`src/rtl/fifo_credit_tx_pkg.sv`:
```
// Shared constants and link-state encoding for the credit-based link transmitter.
package fifo_credit_tx_pkg;

    localparam int unsigned SIZE_DEF        = 8;
    localparam int unsigned FIFO_DEPTH      = 16;
    localparam int unsigned FIFO_DEPTH_LOG2 = 4;
    localparam int unsigned CREDITS_DEF     = FIFO_DEPTH;
    localparam int unsigned CREDIT_W_DEF    = FIFO_DEPTH_LOG2 + 1;
    localparam int unsigned STALL_W_DEF     = 16;
    localparam int unsigned LINK_STATE_W    = 2;

    typedef enum logic [LINK_STATE_W-1:0] {
        LS_IDLE    = 2'd0,
        LS_ACTIVE  = 2'd1,
        LS_BLOCKED = 2'd2
    } link_state_e;

endpackage

```
`src/rtl/fifo_credit_tx_credit_counter.sv`:
```
// Up/down credit counter: starts full, saturates at both ends, sticky overflow flag.
module fifo_credit_tx_credit_counter #(
    parameter int unsigned WIDTH = 5,
    parameter int unsigned MAX   = 16
) (
    input  logic             clk,
    input  logic             reset,
    input  logic             dec,
    input  logic             inc,
    output logic [WIDTH-1:0] count,
    output logic             overflow
);

    localparam logic [WIDTH-1:0] MAX_V = WIDTH'(MAX);

    logic [WIDTH-1:0] count_nxt_c;
    logic             ovf_c;

    // Simultaneous consume and return cancel out
    always_comb begin
        count_nxt_c = count;
        ovf_c       = 1'b0;
        case ({dec, inc})
            2'b10: begin
                if (count != '0) begin
                    count_nxt_c = count - WIDTH'(1);
                end
            end
            2'b01: begin
                if (count == MAX_V) begin
                    ovf_c = 1'b1;
                end else begin
                    count_nxt_c = count + WIDTH'(1);
                end
            end
            default: begin
                count_nxt_c = count;
            end
        endcase
    end

    always_ff @(posedge clk or posedge reset) begin
        if (reset) begin
            count    <= MAX_V;
            overflow <= 1'b0;
        end else begin
            count <= count_nxt_c;
            if (ovf_c) begin
                overflow <= 1'b1;
            end
        end
    end

endmodule

```
`src/rtl/fifo_credit_tx.sv`:
```
// Drains a FWFT FIFO onto an inter-router link under credit-based flow control,
// with link-state status and a saturating blocked-cycle counter.
module fifo_credit_tx
    import fifo_credit_tx_pkg::*;
#(
    parameter int unsigned SIZE     = SIZE_DEF,
    parameter int unsigned CREDITS  = CREDITS_DEF,
    parameter int unsigned CREDIT_W = CREDIT_W_DEF,
    parameter int unsigned STALL_W  = STALL_W_DEF
) (
    input  logic                    clk,
    input  logic                    reset,
    input  logic                    fifo_empty,
    input  logic [SIZE-1:0]         fifo_item,
    output logic                    fifo_read,
    output logic                    link_valid,
    output logic [SIZE-1:0]         link_data,
    input  logic                    credit_in,
    output logic [CREDIT_W-1:0]     credits,
    output logic [LINK_STATE_W-1:0] state,
    output logic                    credit_err,
    output logic [STALL_W-1:0]      stall_cnt
);

    if (CREDITS >= (32'd1 << CREDIT_W)) begin : g_credit_w_check
        $error("fifo_credit_tx: CREDITS does not fit in CREDIT_W bits");
    end

    logic                send_c;
    logic                blocked_c;
    link_state_e         state_q;
    link_state_e         state_nxt_c;
    logic [STALL_W-1:0]  stall_nxt_c;

    // Send decision uses the registered credit count, so a returned credit
    // becomes usable one cycle after its pulse.
    always_comb begin
        send_c      = 1'b0;
        blocked_c   = 1'b0;
        state_nxt_c = LS_IDLE;
        stall_nxt_c = stall_cnt;
        if (!reset && !fifo_empty) begin
            if (credits != '0) begin
                send_c      = 1'b1;
                state_nxt_c = LS_ACTIVE;
            end else begin
                blocked_c   = 1'b1;
                state_nxt_c = LS_BLOCKED;
            end
        end
        if (blocked_c && (stall_cnt != '1)) begin
            stall_nxt_c = stall_cnt + STALL_W'(1);
        end
    end

    assign fifo_read = send_c;
    assign state     = LINK_STATE_W'(state_q);

    always_ff @(posedge clk or posedge reset) begin
        if (reset) begin
            state_q <= LS_IDLE;
        end else begin
            state_q <= state_nxt_c;
        end
    end

    // Link register: data holds between flits
    always_ff @(posedge clk or posedge reset) begin
        if (reset) begin
            link_valid <= 1'b0;
            link_data  <= '0;
            stall_cnt  <= '0;
        end else begin
            link_valid <= send_c;
            if (send_c) begin
                link_data <= fifo_item;
            end
            stall_cnt <= stall_nxt_c;
        end
    end

    fifo_credit_tx_credit_counter #(
        .WIDTH (CREDIT_W),
        .MAX   (CREDITS)
    ) u_credit_counter (
        .clk      (clk),
        .reset    (reset),
        .dec      (send_c),
        .inc      (credit_in),
        .count    (credits),
        .overflow (credit_err)
    );

endmodule

```
`config.mk`:
```
export PLATFORM = sky130hd
export DESIGN_NAME = fifo_credit_tx
export DESIGN_NICKNAME = d
export VERILOG_FILES = /design/src/rtl/fifo_credit_tx_pkg.sv /design/src/rtl/fifo_credit_tx_credit_counter.sv /design/src/rtl/fifo_credit_tx.sv
export SDC_FILE = /design/constraint.sdc
export NUM_CORES = 1
export LEC_CHECK = 0
export ABC_AREA = 0
export BUFFER_PORTS_ARGS = -buffer_cell sky130_fd_sc_hd__buf_2
export CAP_MARGIN = 20
export CORE_UTILIZATION = 32
export CTS_CLUSTER_DIAMETER = 150
export CTS_CLUSTER_SIZE = 30
export DETAILED_ROUTE_END_ITERATION = 8
export GPL_TIMING_DRIVEN = 0
export REMOVE_ABC_BUFFERS = 1
export SYNTH_ARGS = -nofsm -noshare
export SYNTH_HDL_FRONTEND = slang
export SYNTH_SLANG_ARGS = --single-unit
export TNS_END_PERCENT = 20
```
`constraint.sdc`:
```
create_clock -name clk -period 3.17 [get_ports clk]
set_input_delay 0.634 -clock clk [delete_from_list [all_inputs] [get_ports clk]]
set_output_delay 0.634 -clock clk [all_outputs]
set_load 0.01 [all_outputs]
```
==> metrics, run 1 <==
vias per cell=between 4 and 5; height of the chip=~73 µm; post-DP HPWL=around 2400 µm; Critical Path RT=approximately 3400 ps; placed instance count=241; DIE WIDTH=73.3 µm; CTS Sinks=32; post-route antenna net violation count=0; vias in the first global route=around 1.2k; first-pass GRT wire length=between 5000 and 6000 µm; initial antenna violation count=0; Core Footprint=about 4800 µm²; total CTS buffers=5; deepest clock path buffer count=2; clk_skew=between 5 and 6 ps; ANT cells=0; post_cts resized=1; minimum clock period=just under 3000 ps; Avg WL per Cell=13.3 µm; post-route insts no fill=about 250; CP max stage delay=approximately 530 ps; count of cell types in the netlist=34; unrepaired setup endpoints after global routing=false; CTS tree=done; layout cell share with drive strength beyond 1=between 40% and 50%; hold_ws=roughly 370 ps; Post-synth top cells=31 x dfrtp_1, 16 x xor2_1, 15 x mux2_2, 8 x nand3_1; Critical path buffers and inverters=0; IO Count=46; Critical Path AT=3120 ps; Post-synth EDFFs=0; NumNets Final=198; Post-CTS Setup Inserts=0; CTS root buffer=clkbuf_8; Hold Vio Cnt, Final=0; footprint of the multi-input gates=a little under 800 µm²; Reg area=roughly 800 µm²; PortBufs=45; ys flop type=dfrtp_1; critical path's slowest cell=or4_4; Max H-tree Level=2; Detailed Routing Iterations Pass 1=4; Tightest Pin Transition=725 ps; Clock Pin Slew Worst Setup and Hold Paths=70 ps; # fillers=500; largest net degree at the start of global routing=24; Iter 0 DRT Violations=between 60 and 70; critical path class=register to register; initial core utilization=roughly 34%; ys async rst share=100%; mean post-synth cell area=approximately 12 µm²; GRT overflow=0; hold buffer count at CTS=0; Final Routed Wirelength=3310 µm; row count=25; Layout area overhead=25.9%; clk_lat worst skew=between 200 and 300 ps; Synth Instances=around 130; Slew Viols, Final=0; Rel. slew slack=between 50% and 60%; Seq/Total Area, Yosys=roughly half; total number of vias=around 1.2k; Tot Pwr=between 0.001 and 0.0015 W; dominant cells by area after synthesis=dfrtp_1 48%, mux2_2 10%, xor2_1 8.6%, ha_1 3.1%, nor4_2 3.1%; Leakage=between 0.9 and 1 nW; most frequent cell after synthesis=dfrtp_1; CP Launch Type=register; CP cell instances=or4_4 -> o21ai_2 -> nand2_1 -> fa_1 -> a21o_1 -> a21oi_1 -> mux2_2 -> o211ai_1; total of max-cap violations=0; Top delay family on crit path=compound AO/OA/AOI/OAI gates; run status=finished, final reports clean; full die area=5370 µm²; Syn. warnings=0; final setup fails=0; register bit count reported by yosys=32; critical path fanouts, max=6; Worst VDD drop=265 µV; Critical Path End Type=register; post-synth top area share=47.7%; Hold Path Class=primary input to async pin; f_max=0.344 GHz; GRT Util Overall=between 10% and 20%; synthesized area=approximately 1600 µm²; Pwr Density=695 nW/µm²; final worst path period share=between 90 and 100%; Post-route DRC=0; GP Congestion=0.719; post-synth top area cell=dfrtp_1
==> metrics by stage <==
step	utilization, %	setup WS [ps]	setup TNS, ps	instance area (µm²)
after floorplan	-	-268	-268	1580
after CTS	42.4	106	0	2040
final	42.5	264	0	2050
after global placement	39.1	-823	-2920	1880
after global routing	42.5	91.6	0	2050
after detailed placement	40.1	-45.8	-45.8	1930
==> layer usage <==
layer  routed length (µm)  track usage, %  up-vias
li1                     -               -      578
met1                 1490            16.8      585
met2                 1560            23.3       39
met3                  198            5.08        8
met4                   56            3.27        0
met5                    0               0        -
==> flip-flops by register name, summed over array words and instances, names as in the netlist <==
signal and count:
stall_cnt 16, link_data 8, u_credit_counter.count 5, link_valid 1, state 1, u_credit_counter.overflow 1
==> kinds of logic after synthesis <==
group / count (synthesis) / share of synthesized area, %
AND/OR/NAND/NOR: 44 / 18.4
flip-flops: 32 / 49.3
XOR/XNOR: 18 / 9.70
multiplexers: 15 / 10.4
AO/OA/AOI/OAI: 9 / 4.08
buffers and inverters: 8 / 3.77
adder cells (fa/ha/maj): 5 / 4.31
==> cell type report <==
class	instances	share of cell area, %
sequential	32	39.2
multi-input combinational	91	37.7
clock inverter	3	2.08
tap	67	4.10
inverter	3	0.550
timing repair buffer	48	13.0
clock buffer	5	3.36
==> worst reg2reg max path: stages, from the launching register on <==
cell	delay (ps)
dfrtp_1	470
or4_4	530
o21ai_2	240
nand2_1	180
fa_1	440
a21o_1	220
a21oi_1	230
mux2_2	360
o211ai_1	160
==> report_power, final <==
group	switching (W)	total (W)	internal, W
clock network	0.000162	0.000394	0.000232
logic	0.000201	0.000427	0.000226
registers	0.0000989	0.000600	0.000501
total	0.000462	0.00142	0.000959
==> path summary, 6_finish.rpt <==
kind,startpoint,to,slack [ps],cells after the start
max,u_credit_counter.count[0]$_DFFE_PP0P_,u_credit_counter.count[4]$_DFFE_PP1P_,260,8
min,reset,link_data[4]$_DFFE_PP0P_,370,2
max reg2reg,u_credit_counter.count[0]$_DFFE_PP0P_,u_credit_counter.count[4]$_DFFE_PP1P_,260,8
min reg2reg,u_credit_counter.overflow$_DFFE_PP0P_,u_credit_counter.overflow$_DFFE_PP0P_,460,1
max in group asynchronous,reset,stall_cnt[6]$_DFFE_PP0P_,2320,3
min in group clk,u_credit_counter.overflow$_DFFE_PP0P_,u_credit_counter.overflow$_DFFE_PP0P_,460,1
==> cells in the final DEF, fill, tap and decap left out, drive strengths merged, types with 3 or more instances in the layout <==
cell type,instances
nor4,10
nand2,5
mux2,15
nor2,3
nand4,4
buf,48
clkbuf,5
ha,4
nand3,8
nor3,3
inv,3
xor2,16
dfrtp,31
No activity file was read; power rests on OpenSTA's default activity.
==> run 2: changes to the inputs <==
--- a/config.mk
+++ b/config.mk
@@ -5,7 +5,7 @@
 export SDC_FILE = /design/constraint.sdc
 export NUM_CORES = 1
 export LEC_CHECK = 0
-export ABC_AREA = 0
+export ABC_AREA = 1
 export BUFFER_PORTS_ARGS = -buffer_cell sky130_fd_sc_hd__buf_2
 export CAP_MARGIN = 20
 export CORE_UTILIZATION = 32
==> run 2 against run 1 <==
- synthesized cell count rose by 64%
- clock power fell by 24%
- critical path type unchanged
- largest power group unchanged
- fmax rose by 5.5%
- final cell count rose by 34%
- sequential share of layout area fell by 1.7 points
- hold slack improved by 58 ps
- register-to-register slack improved by 150 ps
- die area rose by 8.6%
==> metrics, run 2 <==
Rel. slew slack=65.7% (+14 points); initial core utilization=34.0% (+0.25 points); Final WS setup=416 ps (+152 ps); critical path's slowest cell=dfrtp_1; most frequent cell after synthesis=nand2_1; met2 wire len=1600 µm (+2.5%); row count=26 (+4.0%); Critical Path End Type=register; Synth Instances=215 (+64%); ys async rst share=100% (unchanged); Hold Vio Cnt, Final=0 (unchanged); max layer used=met4; final worst path period share=86.9% (-4.8 points); critical path class=register to register; Post-synth EDFFs=0 (unchanged); Critical Path RT=3390 ps (about the same); vias in the first global route=1,473 (+25%); register bit count reported by yosys=32 (unchanged); Pwr Density=645 nW/µm² (-7.1%); Hold Path Class=primary input to async pin; most frequent cells in the layout=88 x nand2_1, 45 x buf_2, 31 x dfrtp_1, 18 x nand3_1, 17 x nor2_1; total of max-cap violations=0 (unchanged); DIE WIDTH=76.4 µm (+4.2%); GRT overflow=0 (unchanged); ys flop type=dfrtp_1; post-DP HPWL=2700 µm (+13%); post-route antenna net violation count=0 (unchanged); Post-route DRC=0 (unchanged); f_max=0.363 GHz (+5.5%); minimum clock period=2750 ps (-152 ps); Post-synth top cells=88 x nand2_1, 31 x dfrtp_1, 18 x nand3_1, 17 x nor2_1, 12 x inv_1; total number of vias=1,515 (+25%); count of cell types in the netlist=26 (-24%); Largest Register=stall_cnt; Final Routed Wirelength=3650 µm (+10%); Seq/Total Area, Yosys=45.3% (-4.0 points); Tightest Pin Transition=514 ps (-211 ps); Avg WL per Cell=10.9 µm (-18%); first-pass GRT wire length=6450 µm (+16%); unrepaired setup endpoints after global routing=false; dominant cells by area after synthesis=dfrtp_1 44%, nand2_1 19%, nand3_1 5.1%, xnor2_1 5.0%, nor2_1 3.6%; initial antenna violation count=0 (unchanged); critical path fanouts, max=12 (+6); PortBufs=45 (unchanged); vias per cell=4.54 (-6.7%); largest net degree at the start of global routing=22 (-8.3%); worst slack at placement=367 ps (+412 ps); post_cts resized=0 (-1); Clock Pin Slew Worst Setup and Hold Paths=70 ps (about the same); NumNets Final=280 (+41%); Syn. warnings=0 (unchanged); Slew Viols, Final=0 (unchanged); deepest clock path buffer count=2 (unchanged); setup TNS=0 ps (unchanged); clk_skew=5.80 ps (+0.323 ps); ANT cells=0 (unchanged); CTS tree=done; CP Launch Type=register; IO Count=46 (unchanged); Leakage=1.11 nW (+12%); # fillers=557 (+11%); height of the chip=76.4 µm (+4.2%); Regs by FF count=stall_cnt: 16 flops, link_data: 8 flops, u_credit_counter.count: 5 flops; Critical Path AT=2980 ps (-140 ps); M1 WL=1830 µm (+23%); met3 wire length=201 µm (+1.5%); layout cell share with drive strength beyond 1=23.9% (-21 points); Post-CTS Setup Inserts=0 (unchanged); post-synth top area cell=dfrtp_1; CTS Sinks=32 (unchanged); CP max stage delay=440 ps (-90 ps); final setup fails=0 (unchanged); post-synth top area share=43.8% (-3.9 points); synthesized area=1770 µm² (+8.9%); total CTS buffers=5 (unchanged); clk_lat worst skew=280 ps (about the same); Iter 0 DRT Violations=41 (-34%); GP Congestion=0.786 (+9.4%); max FFs per register=16 (unchanged); Max H-tree Level=2 (unchanged); Detailed Routing Iterations Pass 1=4 (unchanged); CP cell instances=nor2_1 -> nand3_2 -> nand2_1 -> inv_1 -> nor2_1 -> inv_1 -> fa_1 -> nand3_1 -> nand3_1 -> inv_1 -> nand3_1 -> nand3_1 -> nand2_1 -> inv_1; CTS root buffer=clkbuf_8; Core Footprint=5200 µm² (+8.1%); run status=finished, final reports clean; GRT Util Overall=13.7% (-0.13 points); Layout area overhead=20.9%; mean post-synth cell area=8.23 µm² (-34%); full die area=5830 µm² (+8.6%); Worst VDD drop=219 µV (-17%); commonest non-fill, non-tap cell in the layout=nand2_1; hold buffer count at CTS=0 (unchanged)
run 2: cell count changes after synthesis, moves of 8 or more:
cell	before	now
nand2_1	5	88
mux2_2	15	0
nor2_1	3	17
nand3_1	8	18
inv_1	3	12
xor2_1	16	7
xnor2_1	2	10
run 2: final timing paths:
path                                                       start                               endpoint  slack [ps]  cells after the start
setup / recovery           u_credit_counter.count[1]$_DFFE_PP0P_  u_credit_counter.count[4]$_DFFE_PP1P_         420                     14
hold reg to reg                         link_data[4]$_DFFE_PP0P_               link_data[4]$_DFFE_PP0P_         480                      2
max in group asynchronous                                  reset  u_credit_counter.count[4]$_DFFE_PP1P_        2190                      3
hold / removal                                             reset               link_data[1]$_DFFE_PP0P_         420                      2
setup reg to reg           u_credit_counter.count[1]$_DFFE_PP0P_  u_credit_counter.count[4]$_DFFE_PP1P_         420                     14
min in group clk                        link_data[4]$_DFFE_PP0P_               link_data[4]$_DFFE_PP0P_         480                      2
run 2: per-layer routing:
layer  track usage, %  vias to the layer above
met2             23.1                       48
li1                 -                      767
met4             3.46                        0
met3             3.95                        2
met1             17.2                      698
met5                0                        -
run 2: worst max-delay path: cells and delay by family (launching register included):
family | cells | cell delay, ps
flip-flops | 1 | 440
buffers and inverters | 4 | 560
AND/OR/NAND/NOR | 9 | 1270
adder cells (fa/ha/maj) | 1 | 420
run 2: area by class of cell:
cell class	count	area, µm²	share of cell area, %
tap	70	87.6	4.10
timing repair buffer	46	253	11.8
inverter	14	55.1	2.57
clock buffer	7	76.3	3.57
clock inverter	1	5.00	0.234
multi-input combinational	164	860	40.2
sequential	32	802	37.5
run 2: per-stage QoR:
stage / cell area [µm²] / util [%] / hold slack, ps / std cells / power [W]
final: 2140 / 41.1 / 423 / 334 / 0.00138
after global routing: 2140 / 41.1 / 455 / 334 / 0.00149
after CTS: 2140 / 41.1 / 433 / 334 / 0.00141
after detailed placement: 2060 / 39.5 / 463 / 326 / 0.00110
after global placement: 2030 / 39.0 / 461 / 325 / 0.00109
after floorplan: 1720 / - / 513 / 210 / 0.000923
run 2: cells by family (layout without fill, tap and decap cells):
family	after synthesis	in the layout	share of synthesized area [%]
compound gates	7	7	2.12
xor+xnor	17	17	8.42
fa+ha+maj	5	5	3.96
buf+inv	19	68	6.08
flops	32	32	45.3
simple gates	135	135	34.1
run 2: power breakdown:
part / leakage (nW) / total, W / internal [W] / switching, W
Sequential: 0.409 / 0.000598 / 0.000507 / 0.0000909
Clock: 0.0422 / 0.000298 / 0.000154 / 0.000144
Combinational: 0.655 / 0.000484 / 0.000203 / 0.000280
